$ cat src/rtl/toy_fanout_q_if.sv
// AGU-to-LSU fanout bus: request side, load/store drain handshakes and occupancy.
// slave is the fanout stage's view, master is the view of whatever drives it.
interface toy_fanout_q_if #(
  parameter int unsigned PLD_W    = 64,
  parameter int unsigned LD_DEPTH = 4,
  parameter int unsigned ST_DEPTH = 4
);
  localparam int unsigned LD_CW = $clog2(LD_DEPTH + 1);
  localparam int unsigned ST_CW = $clog2(ST_DEPTH + 1);

  logic             flush;
  logic             hazard_flag;
  logic             s_vld;
  logic             s_rdy;
  logic [PLD_W-1:0] s_pld;
  logic             m_load_vld;
  logic             m_load_rdy;
  logic [PLD_W-1:0] m_load_pld;
  logic             m_hazard_en;
  logic             m_store_vld;
  logic             m_store_rdy;
  logic [PLD_W-1:0] m_store_pld;
  logic [LD_CW-1:0] ld_cnt;
  logic [ST_CW-1:0] st_cnt;

  modport slave (
    input  flush, hazard_flag, s_vld, s_pld, m_load_rdy, m_store_rdy,
    output s_rdy, m_load_vld, m_load_pld, m_hazard_en,
           m_store_vld, m_store_pld, ld_cnt, st_cnt
  );

  modport master (
    output flush, hazard_flag, s_vld, s_pld, m_load_rdy, m_store_rdy,
    input  s_rdy, m_load_vld, m_load_pld, m_hazard_en,
           m_store_vld, m_store_pld, ld_cnt, st_cnt
  );
endinterface

$ cat src/rtl/toy_fanout_q.sv
// LSU fanout stage: steers AGU requests by opcode bit into a load queue or a
// store queue, each drained by its own valid/ready handshake.
module toy_fanout_q #(
  parameter int unsigned PLD_W    = 64,
  parameter int unsigned OPC_BIT  = 0,
  parameter int unsigned LD_DEPTH = 4,
  parameter int unsigned ST_DEPTH = 4
) (
  input logic           clk,
  input logic           rst_n,
  toy_fanout_q_if.slave bus
);
  localparam int unsigned LD_PW = $clog2(LD_DEPTH);
  localparam int unsigned ST_PW = $clog2(ST_DEPTH);
  localparam int unsigned LD_CW = $clog2(LD_DEPTH + 1);
  localparam int unsigned ST_CW = $clog2(ST_DEPTH + 1);

  logic [PLD_W-1:0] ld_mem [LD_DEPTH];
  logic [PLD_W-1:0] st_mem [ST_DEPTH];

  logic [LD_PW-1:0] ld_wp_q, ld_rp_q;
  logic [ST_PW-1:0] st_wp_q, st_rp_q;
  logic [LD_CW-1:0] ld_cnt_q;
  logic [ST_CW-1:0] st_cnt_q;

  logic is_st;
  logic ld_full, st_full;
  logic ld_vld, st_vld;
  logic accept;
  logic ld_push, st_push;
  logic ld_pop, st_pop;

  // Acceptance depends on the payload's opcode bit, so ready is combinational.
  always_comb begin
    is_st   = bus.s_pld[OPC_BIT];
    ld_full = (ld_cnt_q == LD_CW'(LD_DEPTH));
    st_full = (st_cnt_q == ST_CW'(ST_DEPTH));
    ld_vld  = (ld_cnt_q != '0);
    st_vld  = (st_cnt_q != '0);
    accept  = ~bus.hazard_flag & ~bus.flush & (is_st ? ~st_full : ~ld_full);
    ld_push = bus.s_vld & accept & ~is_st;
    st_push = bus.s_vld & accept & is_st;
    ld_pop  = ld_vld & bus.m_load_rdy;
    st_pop  = st_vld & bus.m_store_rdy;
  end

  assign bus.s_rdy       = accept;
  assign bus.m_load_vld  = ld_vld;
  assign bus.m_store_vld = st_vld;
  assign bus.m_load_pld  = ld_mem[ld_rp_q];
  assign bus.m_store_pld = st_mem[st_rp_q];
  assign bus.m_hazard_en = ld_pop;
  assign bus.ld_cnt      = ld_cnt_q;
  assign bus.st_cnt      = st_cnt_q;

  // Storage is deliberately left unreset; count gates every read.
  always_ff @(posedge clk) begin
    if (ld_push) ld_mem[ld_wp_q] <= bus.s_pld;
    if (st_push) st_mem[st_wp_q] <= bus.s_pld;
  end

  // Load queue pointers and occupancy; flush wins over push/pop.
  always_ff @(posedge clk or negedge rst_n) begin
    if (!rst_n) begin
      ld_wp_q  <= '0;
      ld_rp_q  <= '0;
      ld_cnt_q <= '0;
    end else if (bus.flush) begin
      ld_wp_q  <= '0;
      ld_rp_q  <= '0;
      ld_cnt_q <= '0;
    end else begin
      if (ld_push) ld_wp_q <= ld_wp_q + LD_PW'(1);
      if (ld_pop)  ld_rp_q <= ld_rp_q + LD_PW'(1);
      case ({ld_push, ld_pop})
        2'b10:   ld_cnt_q <= ld_cnt_q + LD_CW'(1);
        2'b01:   ld_cnt_q <= ld_cnt_q - LD_CW'(1);
        default: ld_cnt_q <= ld_cnt_q;
      endcase
    end
  end

  // Store queue pointers and occupancy; flush wins over push/pop.
  always_ff @(posedge clk or negedge rst_n) begin
    if (!rst_n) begin
      st_wp_q  <= '0;
      st_rp_q  <= '0;
      st_cnt_q <= '0;
    end else if (bus.flush) begin
      st_wp_q  <= '0;
      st_rp_q  <= '0;
      st_cnt_q <= '0;
    end else begin
      if (st_push) st_wp_q <= st_wp_q + ST_PW'(1);
      if (st_pop)  st_rp_q <= st_rp_q + ST_PW'(1);
      case ({st_push, st_pop})
        2'b10:   st_cnt_q <= st_cnt_q + ST_CW'(1);
        2'b01:   st_cnt_q <= st_cnt_q - ST_CW'(1);
        default: st_cnt_q <= st_cnt_q;
      endcase
    end
  end
endmodule

$ cat src/flat_wrapper.sv
// flat-port wrapper written by rule: the top's interface ports become plain ports
module toy_fanout_q_flat 
#(
  parameter int unsigned PLD_W    = 64,
  parameter int unsigned OPC_BIT  = 0,
  parameter int unsigned LD_DEPTH = 4,
  parameter int unsigned ST_DEPTH = 4
)
  (clk, rst_n, bus_flush, bus_hazard_flag, bus_s_vld, bus_s_pld, bus_m_load_rdy, bus_m_store_rdy, bus_s_rdy, bus_m_load_vld, bus_m_load_pld, bus_m_hazard_en, bus_m_store_vld, bus_m_store_pld, bus_ld_cnt, bus_st_cnt);
  toy_fanout_q_if #(.PLD_W(PLD_W), .LD_DEPTH(LD_DEPTH), .ST_DEPTH(ST_DEPTH)) bus_i ();
  input logic clk;
  input logic rst_n;
  input wire logic [$bits(bus_i.flush)-1:0] bus_flush;
  input wire logic [$bits(bus_i.hazard_flag)-1:0] bus_hazard_flag;
  input wire logic [$bits(bus_i.s_vld)-1:0] bus_s_vld;
  input wire logic [$bits(bus_i.s_pld)-1:0] bus_s_pld;
  input wire logic [$bits(bus_i.m_load_rdy)-1:0] bus_m_load_rdy;
  input wire logic [$bits(bus_i.m_store_rdy)-1:0] bus_m_store_rdy;
  output wire logic [$bits(bus_i.s_rdy)-1:0] bus_s_rdy;
  output wire logic [$bits(bus_i.m_load_vld)-1:0] bus_m_load_vld;
  output wire logic [$bits(bus_i.m_load_pld)-1:0] bus_m_load_pld;
  output wire logic [$bits(bus_i.m_hazard_en)-1:0] bus_m_hazard_en;
  output wire logic [$bits(bus_i.m_store_vld)-1:0] bus_m_store_vld;
  output wire logic [$bits(bus_i.m_store_pld)-1:0] bus_m_store_pld;
  output wire logic [$bits(bus_i.ld_cnt)-1:0] bus_ld_cnt;
  output wire logic [$bits(bus_i.st_cnt)-1:0] bus_st_cnt;
  assign bus_i.flush = bus_flush;
  assign bus_i.hazard_flag = bus_hazard_flag;
  assign bus_i.s_vld = bus_s_vld;
  assign bus_i.s_pld = bus_s_pld;
  assign bus_i.m_load_rdy = bus_m_load_rdy;
  assign bus_i.m_store_rdy = bus_m_store_rdy;
  assign bus_s_rdy = bus_i.s_rdy;
  assign bus_m_load_vld = bus_i.m_load_vld;
  assign bus_m_load_pld = bus_i.m_load_pld;
  assign bus_m_hazard_en = bus_i.m_hazard_en;
  assign bus_m_store_vld = bus_i.m_store_vld;
  assign bus_m_store_pld = bus_i.m_store_pld;
  assign bus_ld_cnt = bus_i.ld_cnt;
  assign bus_st_cnt = bus_i.st_cnt;
  toy_fanout_q #(.PLD_W(PLD_W), .OPC_BIT(OPC_BIT), .LD_DEPTH(LD_DEPTH), .ST_DEPTH(ST_DEPTH)) u_core (.clk(clk), .rst_n(rst_n), .bus(bus_i));
endmodule
$ cat config.mk
export PLATFORM = sky130hd
export DESIGN_NAME = toy_fanout_q_flat
export DESIGN_NICKNAME = d
export VERILOG_FILES = /design/src/rtl/toy_fanout_q_if.sv /design/src/rtl/toy_fanout_q.sv /design/src/flat_wrapper.sv
export SDC_FILE = /design/constraint.sdc
export NUM_CORES = 1
export LEC_CHECK = 0
export BUFFER_PORTS_ARGS = -buffer_cell sky130_fd_sc_hd__buf_2
export CAP_MARGIN = 20
export CORE_UTILIZATION = 61
export CTS_BUF_LIST = sky130_fd_sc_hd__clkbuf_2 sky130_fd_sc_hd__clkbuf_4 sky130_fd_sc_hd__clkbuf_8
export CTS_CLUSTER_DIAMETER = 200
export CTS_CLUSTER_SIZE = 24
export DETAILED_ROUTE_END_ITERATION = 6
export GPL_TIMING_DRIVEN = 1
export PLACE_DENSITY = 0.81
export SLEW_MARGIN = 20
export SYNTH_ARGS = -nofsm -noshare
export SYNTH_HDL_FRONTEND = slang
export SYNTH_SLANG_ARGS = --single-unit
$ cat constraint.sdc
create_clock -name clk -period 3.5 [get_ports clk]
set_input_delay 0.7 -clock clk [delete_from_list [all_inputs] [get_ports clk]]
set_output_delay 0.7 -clock clk [all_outputs]
set_load 0.005 [all_outputs]
==> impl_metrics.py <==
metrics = {
    "status": {
        "status": "finished, final reports clean",
    },
    "route": {
        "viasPerCell": 6.10,
        "ant_nets": 0,
        "drc": 0,
        "vias": 8639,
        "wirelength_um": 36500,
        "routedWlPerCell_um": 25.8,
        "drt_iter0_markers": 743,
        "dr.pass1.iters": 5,
    },
    "power_and_ir_drop": {
        "p_clk_share_pct": 22.0,
        "seq_power_share_pct": 64.4,
        "combPwrFrac_pct": 13.6,
        "switchingPower_mw": 2.46,
        "ir_drop_mv": 0.427,
        "power_density_nw_per_um2": 509,
        "p_int_mw": 8.54,
        "power_switching_share_pct": 22.3,
        "p_leak_nw": 6.96,
    },
    "cts": {
        "htreeDepth": 1,
        "clock-sinks": 526,
        "post-cts-setup-buffers": 0,
        "clk_latency_ns": 0.61,
        "clkTransAtPathRegs_ns": 0.13,
        "root_buffer": "clkbuf_8",
        "cts.path.max_buffers": 3,
        "cts_buffers": 25,
        "post_cts_resized": 0,
        "cts_tree": "done",
    },
    "min_path": {
        "hold_start": "bus_s_pld[16]",
        "min_path_type": "in -> reg",
        "min_path_cells": 1,
    },
    "layout": {
        "regArea_um2": 15700,
        "multi_input_area_um2": 3540,
        "final_util_pct": 69.9,
        "layout_commonest_cell": "edfxtp_1",
        "drive_gt1_share_pct": 41.4,
        "final_cell_mix": "512 x edfxtp_1, 208 x buf_2, 128 x mux4_2",
        "nFillCells": 1797,
        "fin_nets": 1088,
        "final_area_um2": 21600,
        "synthToLayoutAreaGrowth_pct": 11.5,
    },
    "synth": {
        "ys_types": 34,
        "yosysWarnings": 0,
        "synth_ff_type": "edfxtp_1",
        "synth_edf_count": 512,
        "avgSynthCellArea_um2": 25.1,
        "async_flop_share_pct": 2.66,
        "synth.ff_latch_count": 526,
        "synth_top_area_share_pct": 79.3,
        "ys_seq_area_share_pct": 81.1,
        "ys_top_cells_by_area": "edfxtp_1 79%, mux4_2 15%, dfrtp_1 1.8%, ha_1 0.52%, and2_1 0.26%",
        "synth_area_leader_cell": "edfxtp_1",
        "syn-num-nets": 854,
        "synthCells": 773,
        "synth_area_um2": 19400,
    },
    "sta": {
        "clock_skew_ns": 0.0170,
        "hold_viol_final": 0,
        "finalMaxSlewViolations": 0,
        "slew_headroom_pct": 62.3,
        "worst_pin_slew_ns": 0.565,
        "fin_crit_sh_pct": 90.0,
        "max_freq_mhz": 318,
        "period_needed_ns": 3.15,
        "setup-violations-final": 0,
        "final.setup.tns_ns": 0,
        "rsz0062_at_grt": "false",
    },
    "critical_path": {
        "cp-end-kind": "output pin",
        "crit_path_start_kind": "register",
        "crit_start": "u_core.st_rp_q[0]$_DFFE_PN0P_",
        "worstPathRequired_ns": 2.80,
        "r2r-start": "u_core.bus.st_cnt[2]$_DFFE_PN0P_",
        "crit_type": "reg -> out",
        "cp_data_arrival_time_ns": 2.45,
        "critPathMaxFanout": 30,
        "r2r_cells": 7,
    },
    "global_route": {
        "grt_util_all_layers_pct": 23.1,
        "grt_max_degree": 52,
        "grt_pass1_vias": 9079,
        "grt_pass1_wl_um": 55300,
        "grt-ovfl-total": 0,
        "antenna_found_initial": 5,
    },
    "floorplanning": {
        "die_w_um": 180,
        "fp.dieH_um": 180,
        "core.rowCount": 64,
        "core-area_um2": 30900,
        "io-pin-count": 209,
        "fp.dieArea_um2": 32500,
        "start_util_pct": 62.7,
    },
    "place": {
        "port-buffer-count": 208,
        "place_area_um2": 21200,
        "gp_congestion": 0.737,
        "place_hpwl_um": 22900,
    },
    "run": {
        "cap_viol_max_count": 0,
    },
}
path summary, 6_finish.rpt:
path                                                     to  slack [ns]
min reg2reg                   u_core.st_wp_q[1]$_DFFE_PN0P_        0.61
min in group asynchronous  u_core.bus.st_cnt[2]$_DFFE_PN0P_        0.50
max in group asynchronous     u_core.st_rp_q[0]$_DFFE_PN0P_        2.71
max reg2reg                u_core.bus.st_cnt[2]$_DFFE_PN0P_        0.81
max                                     bus_m_store_pld[59]        0.35
min                          u_core.ld_mem[3][16]$_DFFE_PP_        0.36
registers in the layout (all words and copies together) (netlist names):
name / flops
u_core.st_rp_q: 2
u_core.st_wp_q: 2
u_core.ld_mem: 256
u_core.bus.st_cnt: 3
u_core.ld_rp_q: 2
u_core.st_mem: 256
u_core.ld_wp_q: 2
u_core.bus.ld_cnt: 3
layout make-up:
class                           count  area share (%)
Sequential cell                   526            72.8
Tap cell                          396            2.29
Inverter                            4          0.0694
Clock buffer                       34            1.90
Multi-Input combinational cell    212            16.4
Clock inverter                      1          0.0174
Timing Repair Buffer              238            6.50
Antenna cell                        5          0.0579
metrics by stage:
| stage | cells | total power, mW | worst slack [ns] | hold WS [ns] |
|---|---|---|---|---|
| after floorplan | 773 | 8.09 | 0.0423 | 0.404 |
| after global placement | 1375 | 8.73 | 0.236 | 0.573 |
| after detailed placement | 1375 | 8.76 | 0.201 | 0.575 |
| after CTS | 1411 | 11.1 | 0.271 | 0.319 |
| after global routing | 1414 | 11.4 | 0.192 | 0.323 |
| final | 1416 | 11.0 | 0.351 | 0.358 |
synth_stat cells (2+ instances only):
| cell type | count |
|---|---|
| xor2_1 | 4 |
| mux2i_1 | 4 |
| edfxtp_1 | 512 |
| o21ai_0 | 2 |
| xnor2_1 | 4 |
| nor2b_1 | 2 |
| ha_1 | 8 |
| o22ai_1 | 2 |
| or3_1 | 2 |
| inv_1 | 4 |
| clkbuf_1 | 11 |
| or4b_2 | 2 |
| nand2_1 | 5 |
| o211ai_1 | 2 |
| a31o_2 | 2 |
| nand2b_1 | 6 |
| fa_1 | 2 |
| buf_2 | 10 |
| a21oi_1 | 6 |
| and2_1 | 8 |
| dfrtp_1 | 14 |
| mux4_2 | 128 |
| nor2_1 | 13 |
| buf_1 | 10 |
per-layer routing:
| layer | global-route usage (%) | wire length, um | vias to the layer above |
|---|---|---|---|
| met1 | 31.0 | 14100 | 4559 |
| met2 | 39.3 | 18900 | 321 |
| li1 | - | - | 3716 |
| met3 | 5.09 | 2750 | 43 |
| met4 | 5.13 | 682 | 0 |
| met5 | 0 | 0 | - |
repair_timing:
item | in CTS | in global routing
endpoints found under the hold margin | 14 | 0
hold buffers | 1 | 0
setup endpoints to repair | 0 | 0
critical path: stages (launching register included):
cell and delay, ns:
dfrtp_4 0.71, buf_12 0.33, mux4_2 0.61, buf_2 0.16
logic make-up after synthesis:
kind of cell             Yosys count  share of synthesized area [%]
AO/OA/AOI/OAI                     17                          0.613
XOR/XNOR                           8                          0.361
adder cells (fa/ha/maj)           10                          0.723
buffers and inverters             35                          0.742
flip-flops                       526                           81.1
multiplexers                     134                           15.2
AND/OR/NAND/NOR                   43                           1.25
power by group through the flow:
| stage | Combinational [mW] | Sequential (mW) | Clock [mW] |
|---|---|---|---|
| 2_1_floorplan | 0.952 | 7.14 | 0 |
| 3_3_place_gp | 1.50 | 7.23 | 0 |
| 3_5_place_dp | 1.52 | 7.23 | 0 |
| 4_1_cts | 1.53 | 7.09 | 2.46 |
| 5_1_grt | 1.62 | 7.11 | 2.65 |
| 6_report | 1.50 | 7.08 | 2.42 |
(Power assumes the default switching activity.)
